`src/rtl/rv32i_pkg.sv`:
```
// Shared rv32i core definitions: datapath width, NOP encoding, PC step and fetch FSM states.
package rv32i_pkg;

    localparam int unsigned XLEN    = 32;
    localparam logic [31:0] RV_NOP  = 32'h0000_0013;
    localparam int unsigned PC_STEP = 4;

    typedef enum logic [1:0] {
        IDLE = 2'd0,
        REQ  = 2'd1,
        WAIT = 2'd2,
        HOLD = 2'd3
    } fetch_state_t;

endpackage

```
`src/rtl/two_to_1_mux.sv`:
```
// Generic two-input mux: sel=0 passes input_1, sel=1 passes input_2.
module two_to_1_mux #(
    parameter int unsigned DWIDTH = 32
) (
    input  logic              sel,
    input  logic [DWIDTH-1:0] input_1,
    input  logic [DWIDTH-1:0] input_2,
    output logic [DWIDTH-1:0] mux_out
);

    assign mux_out = sel ? input_2 : input_1;

endmodule

```
`src/rtl/if_fetch_stage.sv`:
```
// Instruction-fetch stage: owns the PC, issues one word fetch at a time and
// hands {pc, instr} to decode over valid/ready.
module if_fetch_stage #(
    parameter int unsigned     XLEN     = rv32i_pkg::XLEN,
    parameter logic [XLEN-1:0] RESET_PC = '0
) (
    input  logic            clk,
    input  logic            rst_n,
    input  logic            redirect_valid,
    input  logic [XLEN-1:0] redirect_pc,
    output logic            imem_req_valid,
    input  logic            imem_req_ready,
    output logic [XLEN-1:0] imem_addr,
    input  logic            imem_rsp_valid,
    input  logic [31:0]     imem_rdata,
    output logic            id_valid,
    input  logic            id_ready,
    output logic [XLEN-1:0] id_pc,
    output logic [31:0]     id_instr
);

    import rv32i_pkg::*;

    fetch_state_t    state;
    logic [XLEN-1:0] pc;
    logic [XLEN-1:0] inflight_pc;
    logic            drop;

    logic [XLEN-1:0] pc_plus4;
    logic [XLEN-1:0] redirect_aligned;
    logic [XLEN-1:0] next_pc;
    logic            req_fire;

    assign pc_plus4         = pc + XLEN'(PC_STEP);
    assign redirect_aligned = redirect_pc & ~XLEN'(2'b11);

    two_to_1_mux #(.DWIDTH(XLEN)) u_next_pc_mux (
        .sel     (redirect_valid),
        .input_1 (pc_plus4),
        .input_2 (redirect_aligned),
        .mux_out (next_pc)
    );

    // Request side is a pure decode of registered state and pc.
    assign imem_req_valid = (state == REQ);
    assign imem_addr      = pc;
    assign req_fire       = imem_req_valid && imem_req_ready;

    always_ff @(posedge clk) begin
        if (!rst_n) begin
            state       <= IDLE;
            pc          <= RESET_PC;
            inflight_pc <= RESET_PC;
            drop        <= 1'b0;
            id_valid    <= 1'b0;
            id_pc       <= '0;
            id_instr    <= RV_NOP;
        end else begin
            case (state)
                IDLE: begin
                    state <= REQ;
                end

                // A redirect coinciding with a handshake still issues the old pc but marks it stale.
                REQ: begin
                    if (req_fire) begin
                        inflight_pc <= pc;
                        pc          <= next_pc;
                        drop        <= redirect_valid;
                        state       <= WAIT;
                    end else if (redirect_valid) begin
                        pc <= next_pc;
                    end
                end

                // A redirect landing together with the response makes that response stale too.
                WAIT: begin
                    if (redirect_valid) begin
                        pc <= next_pc;
                    end
                    if (imem_rsp_valid) begin
                        if (drop || redirect_valid) begin
                            drop  <= 1'b0;
                            state <= REQ;
                        end else begin
                            id_pc    <= inflight_pc;
                            id_instr <= imem_rdata;
                            id_valid <= 1'b1;
                            state    <= HOLD;
                        end
                    end else if (redirect_valid) begin
                        drop <= 1'b1;
                    end
                end

                // Redirect flushes the held instruction even if decode accepts it this cycle.
                HOLD: begin
                    if (redirect_valid) begin
                        pc       <= next_pc;
                        id_valid <= 1'b0;
                        state    <= REQ;
                    end else if (id_ready) begin
                        id_valid <= 1'b0;
                        state    <= REQ;
                    end
                end

                default: begin
                    state <= IDLE;
                end
            endcase
        end
    end

endmodule

```
`config.mk`:
```
export PLATFORM = sky130hd
export DESIGN_NAME = if_fetch_stage
export DESIGN_NICKNAME = d
export VERILOG_FILES = /design/src/rtl/rv32i_pkg.sv /design/src/rtl/two_to_1_mux.sv /design/src/rtl/if_fetch_stage.sv
export SDC_FILE = /design/constraint.sdc
export NUM_CORES = 1
export LEC_CHECK = 0
export ABC_AREA = 1
export BUFFER_PORTS_ARGS = -buffer_cell sky130_fd_sc_hd__buf_2
export CAP_MARGIN = 15
export CORE_ASPECT_RATIO = 1.75
export CORE_MARGIN = 5
export CORE_UTILIZATION = 35
export DETAILED_ROUTE_END_ITERATION = 8
export PLACE_DENSITY = 0.61
export REMOVE_ABC_BUFFERS = 1
export SLEW_MARGIN = 30
export SYNTH_ARGS = -nofsm -noshare
export SYNTH_HDL_FRONTEND = slang
export SYNTH_SLANG_ARGS = --single-unit
```
`constraint.sdc`:
```
create_clock -name clk -period 1.75 [get_ports clk]
set_input_delay 0.175 -clock clk [delete_from_list [all_inputs] [get_ports clk]]
set_output_delay 0.175 -clock clk [all_outputs]
set_load 0.01 [all_outputs]
```
======== Yosys cells after proc, flatten, opt, wreduce, memory -nomap -nowiden ========
Cells that the tools add are included.
word-level totals
  input port bits ......................... 70
  logic and storage cells ................. 50
  output and inout port bits .............. 98
  flip-flop bits (word level) ............. 132
cells by class
  add/subtract/negate cells ............... 1
  reductions and logical operators ........ 12
  bitwise logic cells ..................... 1
  multiplexer cells ....................... 20
  eq/ne operators ......................... 9
operators by type and width
  operator                                                               count
  32-bit two-way mux                                                     3
  32-bit case mux with 2 select lines                                    1
  32-bit by 3-bit adder with 32-bit output, second input constant        1
  2-bit two-way mux                                                      5
  3-bit != test, second input constant                                   3
  1-bit two-way mux                                                      8
  2-bit case mux with 4 select lines                                     1
  4-bit AND reduction                                                    2
  3-bit AND reduction                                                    2
  2-bit nonzero test                                                     3
  2-bit equality test, second input constant                             2
  2-bit != test, second input constant                                   2
  1-bit case mux with 2 select lines                                     2
  2-bit by 1-bit equality test with 1-bit output, second input constant  1
  2-bit logical NOT                                                      1
  2-bit by 1-bit != test with 1-bit output, second input constant        1
  2-bit AND reduction                                                    1
  2-bit OR reduction                                                     1
  1-bit logical AND                                                      1
  1-bit logical OR                                                       1
  1-bit inverter                                                         1

======== Logic depth before layout (Yosys ltp) ========
  depth after elaboration ................. 5
  mapped depth ............................ 12

======== Hierarchy ========
A second synthesis with hierarchy kept.
second synthesis, totals
  cells, all modules ...................... 931
  area, all modules ....................... 6421.2 µm²
modules (own cells, without submodules)
  module          times used  area each (µm²)  seq. area each (µm²)  cells each
  if_fetch_stage  1           5929.4           2642.5                827
  two_to_1_mux    1           491.7            0.0                   104

======== Worst setup path before layout ========
OpenSTA, ideal clock, no wires.
  kind .................................... flip-flop to flip-flop
  start ................................... reg state[0]
  end ..................................... reg pc[26], in the netlist imem_addr[26]
  data arrival time ....................... 1545 ps
  library setup time ...................... 109 ps
  clock period less this slack ............ 1653 ps
  setup slack ............................. 97 ps
  cell stages (with the launch flop) ...... 12
  buffers on the path ..................... 1
  data required time ...................... 1641 ps
  cells stage by stage .................... dfxtp_1 inv_1 ha_1 inv_2 nand2_1 nor2_4 buf_2 nand3b_4 a21oi_2 o21ai_1 nand2_1 inv_1
on the way
  word-level cells in the longest chain between the ends .. 4
ends and longest elaborated chain
  item                                            RTL line                                    source
  start, declared                                 if_fetch_stage.sv:24                        fetch_state_t state;
  start signal, assigned                          if_fetch_stage.sv:51                        state <= IDLE;
  start signal, assigned                          if_fetch_stage.sv:61                        state <= REQ;
  start signal, assigned                          if_fetch_stage.sv:70                        state <= WAIT;
  2-bit by 1-bit equality test with 1-bit output  if_fetch_stage.sv:45, if_fetch_stage.sv:59
  1-bit logical AND                               if_fetch_stage.sv:47                        assign req_fire = imem_req_valid && imem_req_ready;
  32-bit two-way mux                              if_fetch_stage.sv:66                        if (req_fire) begin
  32-bit case mux with 2 select lines             if_fetch_stage.sv:59                        case (state)
  end signal, assigned                            if_fetch_stage.sv:68                        pc <= next_pc;
  end signal, assigned                            if_fetch_stage.sv:72                        pc <= next_pc;
  end signal, assigned                            if_fetch_stage.sv:79                        pc <= next_pc;
  end, declared                                   if_fetch_stage.sv:25                        logic [XLEN-1:0] pc;
Several ways; a longest one is shown, not always the timed one.
A chain may end at the register's enable or synchronous reset.

======== Final worst setup path ========
  start ................................... reg state[0]
  end ..................................... reg pc[19], in the netlist imem_addr[19]
The elaborated chain is that of the path after synthesis.

==> out/metrics.cfg <==
[worst_hold_path]
hp-start=redirect_pc[5]
worstHoldPathType=primary input to flop
whs_endpoint=imem_addr[5]$_SDFFE_PN0P_
whs_path_depth=3

[global_routing]
grt_usage_pct=19.6
grt_pass1_wl_mm=30.6
antenna_found_initial=2
grt_pass1_vias=6092
grt_max_degree=67
gr-total-overflow=0

[route]
routedWlPerCell_um=14.6
viasPerCell=4.76
dr.pass1.iters=4
drtAntennaViolNets=0
via_count=6270
drc_errors=0
dr.first_iter.drc_count=307
totalWireLength_mm=19.3

[pwr]
finalPower_mw=8.65
vdd_drop_max_mv=0.477
powerDensity_nw_per_um2=1030
p_leak_nw=4.00

[logic_synthesis]
ys_types=39
synth_top_area_share_pct=44.0
yosys.area.top_type=dfxtp_1
async_flop_share_pct=0
synth_area_um2=6000
synth_area_leaders=dfxtp_1, nor2_1, o21ai_0, nand2_1, a21oi_1
synth_top_flop_cell=dfxtp_1
syn_inst=858
synth_warnings=0
syn_area_per_cell_um2=6.99
ys_ff_latch=132
synth_edf_count=0
ys_seq_area_share_pct=44.0

[critical_path]
critPathMaxFanout=5
r2r_setup_slack_ns=0.11
cpPeakStageDelay_ns=0.38
crit_top_cell=o21ai_1
crit_arrival_ns=1.96
critPathCaptureType=flop
path_delay_family=simple AND/OR/NAND/NOR gates
critPathRequiredTime_ns=2.07
crit_path_cell_trace=inv_4, ha_4, inv_2, nand2_2, nor2_4, buf_6, nand4_1, o21ai_1, nand2_1, o21ai_1, inv_1
criticalPathCategory=flop to flop
reg2reg_to=imem_addr[19]$_SDFFE_PN0P_
path_buf_inv=4
regToRegStartpoint=state[0]$_SDFFE_PN0P_
cp-start-kind=flop
ff2ff_path_depth=11
slowest_stage=dfxtp_4

[outcome]
status=finished, final reports clean

[layout]
nNetsFinal=1152
drive_above_1_share_pct=27.0
layout_common_cells=nor2_1, buf_2, dfxtp_1
final_common_cell=nor2_1
final_area_um2=8370
area_growth_syn_to_layout_pct=39.4
finalNonFillerCells=1318

[placement]
dpl-instance-area_um2=7320
dp.cells=1248
portBuffers=165
finalWeightedCongestion=0.909
dp_hpwl_mm=13.9

[clocking]
htree_levels=4
cts.sink_count=132
clk_path_buf_depth=2
cts_buffers=17
clkTransAtPathRegs_ns=0.06
cts_tree=yes
cts_root_buf=clkbuf_16
clock_latency_ns=0.42

[sta]
fin_tns_setup_ns=0
slew_headroom_pct=68.8
tightest_slew_ns=0.468
timing.final.hold_violations=0
rsz0062_at_grt=true
period_share_pct=94.0
finalMaxSlewViolations=0
clock_skew_ns=0.00793
min_period_ns=1.64
finalSetupViolCount=0
fmax_ghz=0.608

[floorplanning]
ios=168
die_w_um=109
initial_core_util_pct=35.4
rows=63
fp.dieH_um=183
core_region_area_um2=16900
die-area_um2=20000

[job]
cap_violations=0

-- layer usage --
| metal | GRT usage [%] | part of all wire [%] | vias to the layer above |
|---|---|---|---|
| met4 | 9.10 | 3.1 | 0 |
| met5 | 0 | 0 | - |
| met2 | 36.0 | 53 | 159 |
| met3 | 3.73 | 4.4 | 33 |
| li1 | - | - | 3224 |
| met1 | 21.1 | 39 | 2854 |
-- flip-flops by register name (all words and copies together), names as in the netlist --
signal / count
drop: 1
imem_addr: 32
inflight_pc: 32
id_valid: 1
state: 2
id_instr: 32
id_pc: 32
-- synthesized netlist by cell type (2+ instances only) --
library cell	number
inv_2	7
nor3_1	5
a21oi_1	44
nand4_1	7
a211oi_1	2
nand2_1	124
a21oi_2	2
a22o_1	2
nor2_1	218
o21ai_1	14
nor2_4	6
nand3_1	30
nor4_1	2
o221a_2	3
nand3b_1	3
a31oi_1	8
o21ai_0	113
nand2_2	5
xor2_1	2
nor3_2	2
inv_1	55
nor3b_1	2
buf_2	18
dfxtp_1	132
clkbuf_1	25
o211ai_1	2
nor2_2	8
ha_1	6
-- cell families (layout without fill, tap and decap cells) --
group | Yosys count | after routing | share of synthesized area (%)
fa+ha+maj | 6 | 6 | 1.25
flops | 132 | 132 | 44.0
buf+inv | 107 | 338 | 7.13
mux | 1 | 1 | 0.167
compound gates | 193 | 193 | 17.2
simple gates | 417 | 417 | 29.9
xor+xnor | 2 | 2 | 0.292
other cells | 0 | 2 | 0
-- stage by stage --
step,setup WS [ns],utilization [%],hold slack (ns)
detailed placement,-0.0700,43.2,0.395
global placement,-0.0213,43.2,0.390
floorplan,-1.47,-,0.260
global route,-0.0526,49.4,0.0277
CTS,0.0261,48.9,0.00829
finish,0.105,49.4,0.0260
-- how the worst max path moves through the flow --
stage | startpoint | to | slack [ns] | cells after the start
detailed placement | state[0]$_SDFFE_PN0P_ | imem_addr[20]$_SDFFE_PN0P_ | -0.07 | 12
CTS | state[0]$_SDFFE_PN0P_ | imem_addr[24]$_SDFFE_PN0P_ | 0.03 | 12
global placement | state[0]$_SDFFE_PN0P_ | imem_addr[20]$_SDFFE_PN0P_ | -0.02 | 12
global route | state[1]$_SDFFE_PN0P_ | imem_addr[19]$_SDFFE_PN0P_ | -0.05 | 10
floorplan | state[0]$_SDFFE_PN0P_ | drop$_SDFFE_PN0P_ | -1.47 | 7
finish | state[0]$_SDFFE_PN0P_ | imem_addr[19]$_SDFFE_PN0P_ | 0.11 | 11
-- cell type report --
class | count | area, um2
clock inverter | 14 | 199
fill | 1733 | 8580
multi-input combinational | 619 | 2980
clock buffer | 18 | 429
timing repair buffer | 244 | 1590
inverter | 62 | 235
tap | 227 | 284
sequential | 132 | 2650
antenna | 2 | 5.00
-- worst register-to-register path: cells and delay by family, from the launching register on --
kind	cells	cell delay, ns
buffers and inverters	4	0.25
and+or+nand+nor	4	0.45
AOI/OAI and AO/OA	2	0.30
adders and majority gates	1	0.16
DFF	1	0.38
-- timing repair --
action / CTS / global route
pin swaps: 1 / 7
buffers inserted: 1 / 2
setup endpoints to repair: 55 / 88
hold buffers: 33 / 0
resized for setup: 2 / 19
hold endpoints to repair: 33 / 0
-- report_power, final --
| group | internal, mW | leakage, nW | switching [mW] |
|---|---|---|---|
| clock | 2.40 | 0.306 | 1.42 |
| sequential | 3.22 | 1.08 | 0.176 |
| combinational | 0.611 | 2.62 | 0.823 |
(Power assumes the default switching activity.)
